`config.mk`:
```
export PLATFORM = sky130hd
export DESIGN_NAME = instr_encoder
export DESIGN_NICKNAME = d
export VERILOG_FILES = /design/src/rtl/instr_encoder.sv
export SDC_FILE = /design/constraint.sdc
export NUM_CORES = 1
export LEC_CHECK = 0
export ABC_AREA = 1
export CAP_MARGIN = 25
export CORE_UTILIZATION = 52
export CTS_BUF_LIST = sky130_fd_sc_hd__clkbuf_8
export DETAILED_ROUTE_END_ITERATION = 10
export GPL_ROUTABILITY_DRIVEN = 0
export GPL_TIMING_DRIVEN = 0
export PLACE_DENSITY_LB_ADDON = 0.1
export SYNTH_ARGS = -nofsm -noshare
export SYNTH_HDL_FRONTEND = slang
export SYNTH_SLANG_ARGS = --single-unit
```
`constraint.sdc`:
```
create_clock -name clk -period 5.3 [get_ports clk]
set_input_delay 1.59 -clock clk [delete_from_list [all_inputs] [get_ports clk]]
set_output_delay 1.59 -clock clk [all_outputs]
set_load 0.005 [all_outputs]
```
`src/rtl/instr_encoder.sv`:
```
// RV32I field-to-word encoder (I/S/B/R formats) feeding a 2-entry output FIFO with byte addresses.
// Optional macro INSTR_ENCODER_IMM_CHECK_EN flags out-of-range or misaligned immediates on out_err.
module instr_encoder #(
    parameter int                ADDR_W    = 10,
    parameter logic [ADDR_W-1:0] BASE_ADDR = {ADDR_W{1'b0}}
) (
    input  logic              clk,
    input  logic              reset,
    input  logic              in_valid,
    output logic              in_ready,
    input  logic [2:0]        op_sel,
    input  logic [4:0]        rd,
    input  logic [4:0]        rs1,
    input  logic [4:0]        rs2,
    input  logic [2:0]        funct3,
    input  logic [6:0]        funct7,
    input  logic [31:0]       imm,
    output logic              out_valid,
    input  logic              out_ready,
    output logic [31:0]       out_instr,
    output logic [ADDR_W-1:0] out_addr,
    output logic              out_err
);

    localparam logic [6:0]  OPC_LOAD   = 7'b0000011;
    localparam logic [6:0]  OPC_OPIMM  = 7'b0010011;
    localparam logic [6:0]  OPC_STORE  = 7'b0100011;
    localparam logic [6:0]  OPC_BRANCH = 7'b1100011;
    localparam logic [6:0]  OPC_OP     = 7'b0110011;
    localparam logic [31:0] NOP_WORD   = 32'h0000_0013;

    logic        imm_i_bad_s;
    logic        imm_b_bad_s;
    logic [31:0] enc_instr_s;
    logic        enc_err_s;
    logic        push_s;
    logic        pop_s;

    // The head entry lives directly in the output registers; the skid entry is the second slot.
    logic        skid_valid_r;
    logic [31:0] skid_instr_r;
    logic        skid_err_r;

    logic              head_v_s;
    logic [31:0]       head_i_s;
    logic              head_e_s;
    logic              skid_v_s;
    logic [31:0]       skid_i_s;
    logic              skid_e_s;
    logic [ADDR_W-1:0] addr_s;

`ifdef INSTR_ENCODER_IMM_CHECK_EN
    // 12-bit signed range for I/S; 13-bit signed, even-only range for B
    assign imm_i_bad_s = !((imm[31:11] == {21{1'b0}}) || (imm[31:11] == {21{1'b1}}));
    assign imm_b_bad_s = !((imm[31:12] == {20{1'b0}}) || (imm[31:12] == {20{1'b1}})) || imm[0];
`else
    logic unused_imm_s;
    assign unused_imm_s = ^imm[31:13];
    assign imm_i_bad_s  = 1'b0;
    assign imm_b_bad_s  = 1'b0;
`endif

    assign push_s = in_valid & in_ready;
    assign pop_s  = out_valid & out_ready;

    // Pack the field bundle into an instruction word for the selected format.
    always_comb begin
        enc_instr_s = NOP_WORD;
        enc_err_s   = 1'b1;
        case (op_sel)
            3'd0: begin
                enc_instr_s = {imm[11:0], rs1, funct3, rd, OPC_LOAD};
                enc_err_s   = imm_i_bad_s;
            end
            3'd1: begin
                enc_instr_s = {imm[11:0], rs1, funct3, rd, OPC_OPIMM};
                enc_err_s   = imm_i_bad_s;
            end
            3'd2: begin
                enc_instr_s = {imm[11:5], rs2, rs1, funct3, imm[4:0], OPC_STORE};
                enc_err_s   = imm_i_bad_s;
            end
            3'd3: begin
                enc_instr_s = {imm[12], imm[10:5], rs2, rs1, funct3, imm[4:1], imm[11], OPC_BRANCH};
                enc_err_s   = imm_b_bad_s;
            end
            3'd4: begin
                enc_instr_s = {funct7, rs2, rs1, funct3, rd, OPC_OP};
                enc_err_s   = 1'b0;
            end
            default: begin
                enc_instr_s = NOP_WORD;
                enc_err_s   = 1'b1;
            end
        endcase
    end

    // FIFO next state: pop shifts skid into head, then a push fills the first free slot.
    always_comb begin
        head_v_s = out_valid;
        head_i_s = out_instr;
        head_e_s = out_err;
        skid_v_s = skid_valid_r;
        skid_i_s = skid_instr_r;
        skid_e_s = skid_err_r;
        if (pop_s) begin
            head_v_s = skid_valid_r;
            head_i_s = skid_instr_r;
            head_e_s = skid_err_r;
            skid_v_s = 1'b0;
        end else begin
            head_v_s = out_valid;
        end
        if (push_s && !head_v_s) begin
            head_v_s = 1'b1;
            head_i_s = enc_instr_s;
            head_e_s = enc_err_s;
        end else if (push_s) begin
            skid_v_s = 1'b1;
            skid_i_s = enc_instr_s;
            skid_e_s = enc_err_s;
        end else begin
            skid_v_s = skid_v_s;
        end
        addr_s = pop_s ? (out_addr + ADDR_W'(3'd4)) : out_addr;
    end

    // State and output registers; in_ready is derived from the next occupancy so it never sees out_ready combinationally.
    always_ff @(posedge clk or posedge reset) begin
        if (reset) begin
            out_valid    <= 1'b0;
            out_instr    <= 32'h0000_0000;
            out_err      <= 1'b0;
            skid_valid_r <= 1'b0;
            skid_instr_r <= 32'h0000_0000;
            skid_err_r   <= 1'b0;
            out_addr     <= BASE_ADDR;
            in_ready     <= 1'b1;
        end else begin
            out_valid    <= head_v_s;
            out_instr    <= head_i_s;
            out_err      <= head_e_s;
            skid_valid_r <= skid_v_s;
            skid_instr_r <= skid_i_s;
            skid_err_r   <= skid_e_s;
            out_addr     <= addr_s;
            in_ready     <= !(head_v_s && skid_v_s);
        end
    end

endmodule

```
After elaboration in Yosys (flattened, before gate mapping) --
Cells that the tools add are included.
Storage, ports and cells: flip-flop bits (word level) 79, bits of input ports 64
Cells by class: add/subtract/negate cells 1, equal/unequal tests 4, multiplexer cells 11, bitwise logic cells 3, reduce and logical (&&, ||, !) cells 8
Operators by type and width (count):
- 32-bit case mux with 5 select lines | 1
- 32-bit 2-to-1 mux | 2
- 10-bit by 3-bit adder with 10-bit output (second input constant) | 1
- 1-bit 2-to-1 mux | 8
- 3-bit by 2-bit equality test with 1-bit output (second input constant) | 2
- 5-bit OR reduction | 1
- 3-bit by 1-bit equality test with 1-bit output (second input constant) | 1
- 3-bit equality test (second input constant) | 1
- 3-bit zero test | 1
- 1-bit AND | 2
- 1-bit logical AND | 2
- 1-bit zero test | 2
- 2-bit AND reduction | 1
- 2-bit nonzero test | 1
- 1-bit NOT | 1

Logic depth before layout (Yosys ltp) --
depth in word-level cells 7, gate-level depth with buffers 9, mapped depth without buffers 8

Worst setup path before layout --
Ideal clock, no wire load.
path kind input to register, start input port in_valid, end register out_instr[5], library setup time 124 ps, data arrival time 2247 ps, data required time 5176 ps, setup slack 2928 ps, stages on the path 7, buffers on the path 2, cells stage by stage nand2_1 inv_1 nand2_2 buf_4 buf_6 nand3_1 nand3_1
On the way: word-level cells in the longest chain between the ends 3, elaborated cells between the ends (all ways) 4
Ends and longest elaborated chain:
- start: declaration | RTL line 9 | input logic in_valid,
- 1-bit AND (*) | RTL line 63 | assign push_s = in_valid & in_ready;
- 1-bit logical AND (*) | RTL line 114 | if (push_s && !head_v_s) begin
- 32-bit 2-to-1 mux / 2-bit nonzero test (equally long branches)
- end signal: assignment | RTL line 141 | out_instr <= head_i_s;
- end: declaration | RTL line 20 | output logic [31:0] out_instr,
Every way passes the cells marked *; elsewhere a longest branch is shown, timed or not. A chain may end at the register's enable or synchronous reset.

Worst setup path in the final report --
start register in_ready, end output port in_ready
RTL lines:
- start: declaration | RTL line 10 | output logic in_ready,
- start signal: assignment | RTL line 147 | in_ready <= !(head_v_s && skid_v_s);
No word-level cell between the ends.

==> metrics.txt <==
status=complete, but fails checks; violated checks=DRC; Synth Area in Simple Gates=between 30% and 40%; net total in the final layout=617; Switch Pwr=around 800 µW; Combinational Power Share=about two fifths; data required time at the worst endpoint=between 3 and 4 ns; grt total ovfl=0; fin crit share=a little under three fifths; clock slew at reported path FFs=approximately 0.080 ns; Setup crit end kind=primary output; max incr delay on CP=about 0.53 ns; Min-Delay Startpoint=skid_instr_r[1]; total negative slack=0 ns; H-tree depth=3; mux cell area share after synthesis=0%; row cnt=29; number of I/O port buffers=85; # IOs=~110; crit-path cells=clkdlybuf4s50_1; Hold Vio Cnt, Final=0; critical path class=reg -> out; CTS tree=done; Initial DRC Count=around 250; Antenna Nets Post-Route=0; Avg Vias per Cell=approximately 5.2; r2r endpoint=out_instr[28]; placed cell area=approximately 4500 µm²; static leakage=~0.0024 µW; most common cell after layout, fill and taps aside=nand2_1; DRC Markers=8; XOR/XNOR share of the synthesized area=1.25%; hold endpoint=skid_instr_r[1]; synthesis-to-layout area growth=33.1%; max cap viols=0; Min Hold Slack=approximately 0.46 ns; synthesized area=3500 µm²; Crit path buffers/inverters=1; Diodes inserted=0; CP startpoint kind=flip-flop; first-pass GRT wire length=~15000 µm; Seq/Total Area, Yosys=between 50% and 60%; Synth Area in Compound Gates=1.75%; worst-margin pin slew=around 0.88 ns; Die Y=between 80 and 90 µm; adder-cell share of the synthesized area=less than 1%; total CTS buffers=9; cts repair resizes=0; number of flops mapped to enable cells by yosys=0; Clock power frac=slightly below 20%; largest family of logic cells by synthesized area=simple AND/OR/NAND/NOR gates; Hold Path Stages=2; placed wire-length estimate=roughly 6100 µm; Power Internal=~1500 µW; Post-CTS Hold Fix Bufs=0; commonest non-fill, non-tap cells in the layout=nand2_1, nand3_1, clkdlybuf4s50_1, dfrtp_1, inv_1; clk_lat worst skew=0.35 ns; Initial Util=a little over half; Worst R2R Path Depth=5; DRT Wirelength=a little under 9000 µm; DRT Pass-1 Iters=9; Reg2Reg Launch Point=out_valid; Hold WC Path Type=reg -> reg; VDD IR-drop max=0.191 mV; drt wl/cell=13.7 µm; core area=6420 µm²; maximum fanout along the worst path=2; Sw Share=about a third; FFs w/ async S/R, synth=100%; clock buffer depth=2; TritonCTS Sinks=71; Setup Viol. Count Final=0; vias in the first global route=around 3000; Syn Inst Count=~450; Critical Path Slowest Stage Cell=dfstp_2; layout cells sized above 1=10.6%; initial antenna violation count=0; Post-Route Skew=0.00667 ns; WP data arrival=~1.4 ns; via count=between 3000 and 4000; Most used DFF post-synth=dfrtp_1; RSZ-0062 raised after global routing=false; reg2reg setup slack=between 3 and 4 ns; placed insts=~600; sequential share of power=between 40% and 50%; pin count of the biggest net entering global routing=72; Seq cells post-synth=between 70 and 80; die area=7060 µm²; clock root buffer=clkbuf_8; slew margin rel.=roughly two fifths; max-slew violation count=0; Finished Cell Area=between 4000 and 5000 µm²; Setup Buffers After CTS=0; die width=84.1 µm; number of fill cells=507; Synth cell types=25; P per Cell Area=485 nW/µm²; fin cells=between 600 and 700; critical path's top delay family=flip-flops; synthesized area per cell=~7.7 µm²; gr usage total=about a quarter; Ys Warns=0; FMAX=around 0.34 GHz; Final Critical Period=2.96 ns
[final cells by class]
class	count	area, µm²	area share [%]
plain buffers	28	181	3.89
clock buffers	10	138	2.95
clock inverters	6	60.1	1.29
inverters	31	119	2.55
multi-input cells	326	1440	30.8
flip-flops and latches	71	1780	38.2
well taps	77	96.3	2.07
repair buffers	85	851	18.3
[how the worst max path moves through the flow]
stage	startpoint	endpoint	slack [ns]	cells past startpoint
floorplan	reset	out_addr[2]	1.92	1
global placement	reset	skid_instr_r[25]	0.76	2
detailed placement	out_ready	out_instr[28]	2.21	6
CTS	in_ready	in_ready	2.34	1
global route	in_ready	in_ready	2.32	1
finish	in_ready	in_ready	2.34	1
[layer usage]
layer | share of wire, % | routed length, µm | up-vias | global-route usage [%]
met5 | 0 | 0 | - | 0
li1 | - | - | 1617 | -
met4 | 1.9 | 163 | 0 | 12.7
met1 | 45 | 3920 | 1543 | 35.6
met2 | 47 | 4050 | 127 | 41.5
met3 | 6.2 | 534 | 15 | 4.45
[power groups by stage]
| stage | sequential (µW) | clock (µW) | combinational (µW) |
|---|---|---|---|
| finish | 924 | 435 | 902 |
| global placement | 921 | 0 | 877 |
| floorplan | 914 | 0 | 458 |
| detailed placement | 930 | 0 | 899 |
| global route | 948 | 462 | 995 |
| CTS | 921 | 435 | 906 |
[logic make-up after synthesis]
kind of cell               count (synthesis)
AOI/OAI and AO/OA                         11
xor gates and xnor gates                   5
adders and majority gates                  1
buffers and inverters                     59
DFF                                       71
other                                      1
and+or+nand+nor                          305
[Yosys cell counts, types with 3 or more instances]
| cell type | n | area share [%] |
|---|---|---|
| buf_2 | 13 | 1.9 |
| buf_4 | 10 | 2.1 |
| buf_6 | 3 | 0.96 |
| dfrtp_1 | 70 | 50 |
| inv_1 | 27 | 2.9 |
| inv_2 | 4 | 0.43 |
| nand2_1 | 193 | 21 |
| nand2_2 | 5 | 0.89 |
| nand3_1 | 88 | 13 |
| nor2_1 | 11 | 1.2 |
| nor2_4 | 3 | 0.96 |
| o21ai_0 | 8 | 1.1 |
| xnor2_1 | 3 | 0.75 |
[registers in the layout, summed over array words and instances, names as in the netlist]
name,cells
in_ready,1
out_addr,8
out_err,1
out_instr,29
out_valid,1
skid_err_r,1
skid_instr_r,29
skid_valid_r,1
[per-stage QoR]
step	setup WS, ns	power, µW	utilization [%]
detailed placement	2.21	1830	69.5
finish	2.34	2260	72.6
global placement	0.763	1800	69.4
CTS	2.34	2260	72.6
global route	2.32	2400	72.6
floorplan	1.92	1370	-
Note: power is estimated with default switching activity, not from simulation.
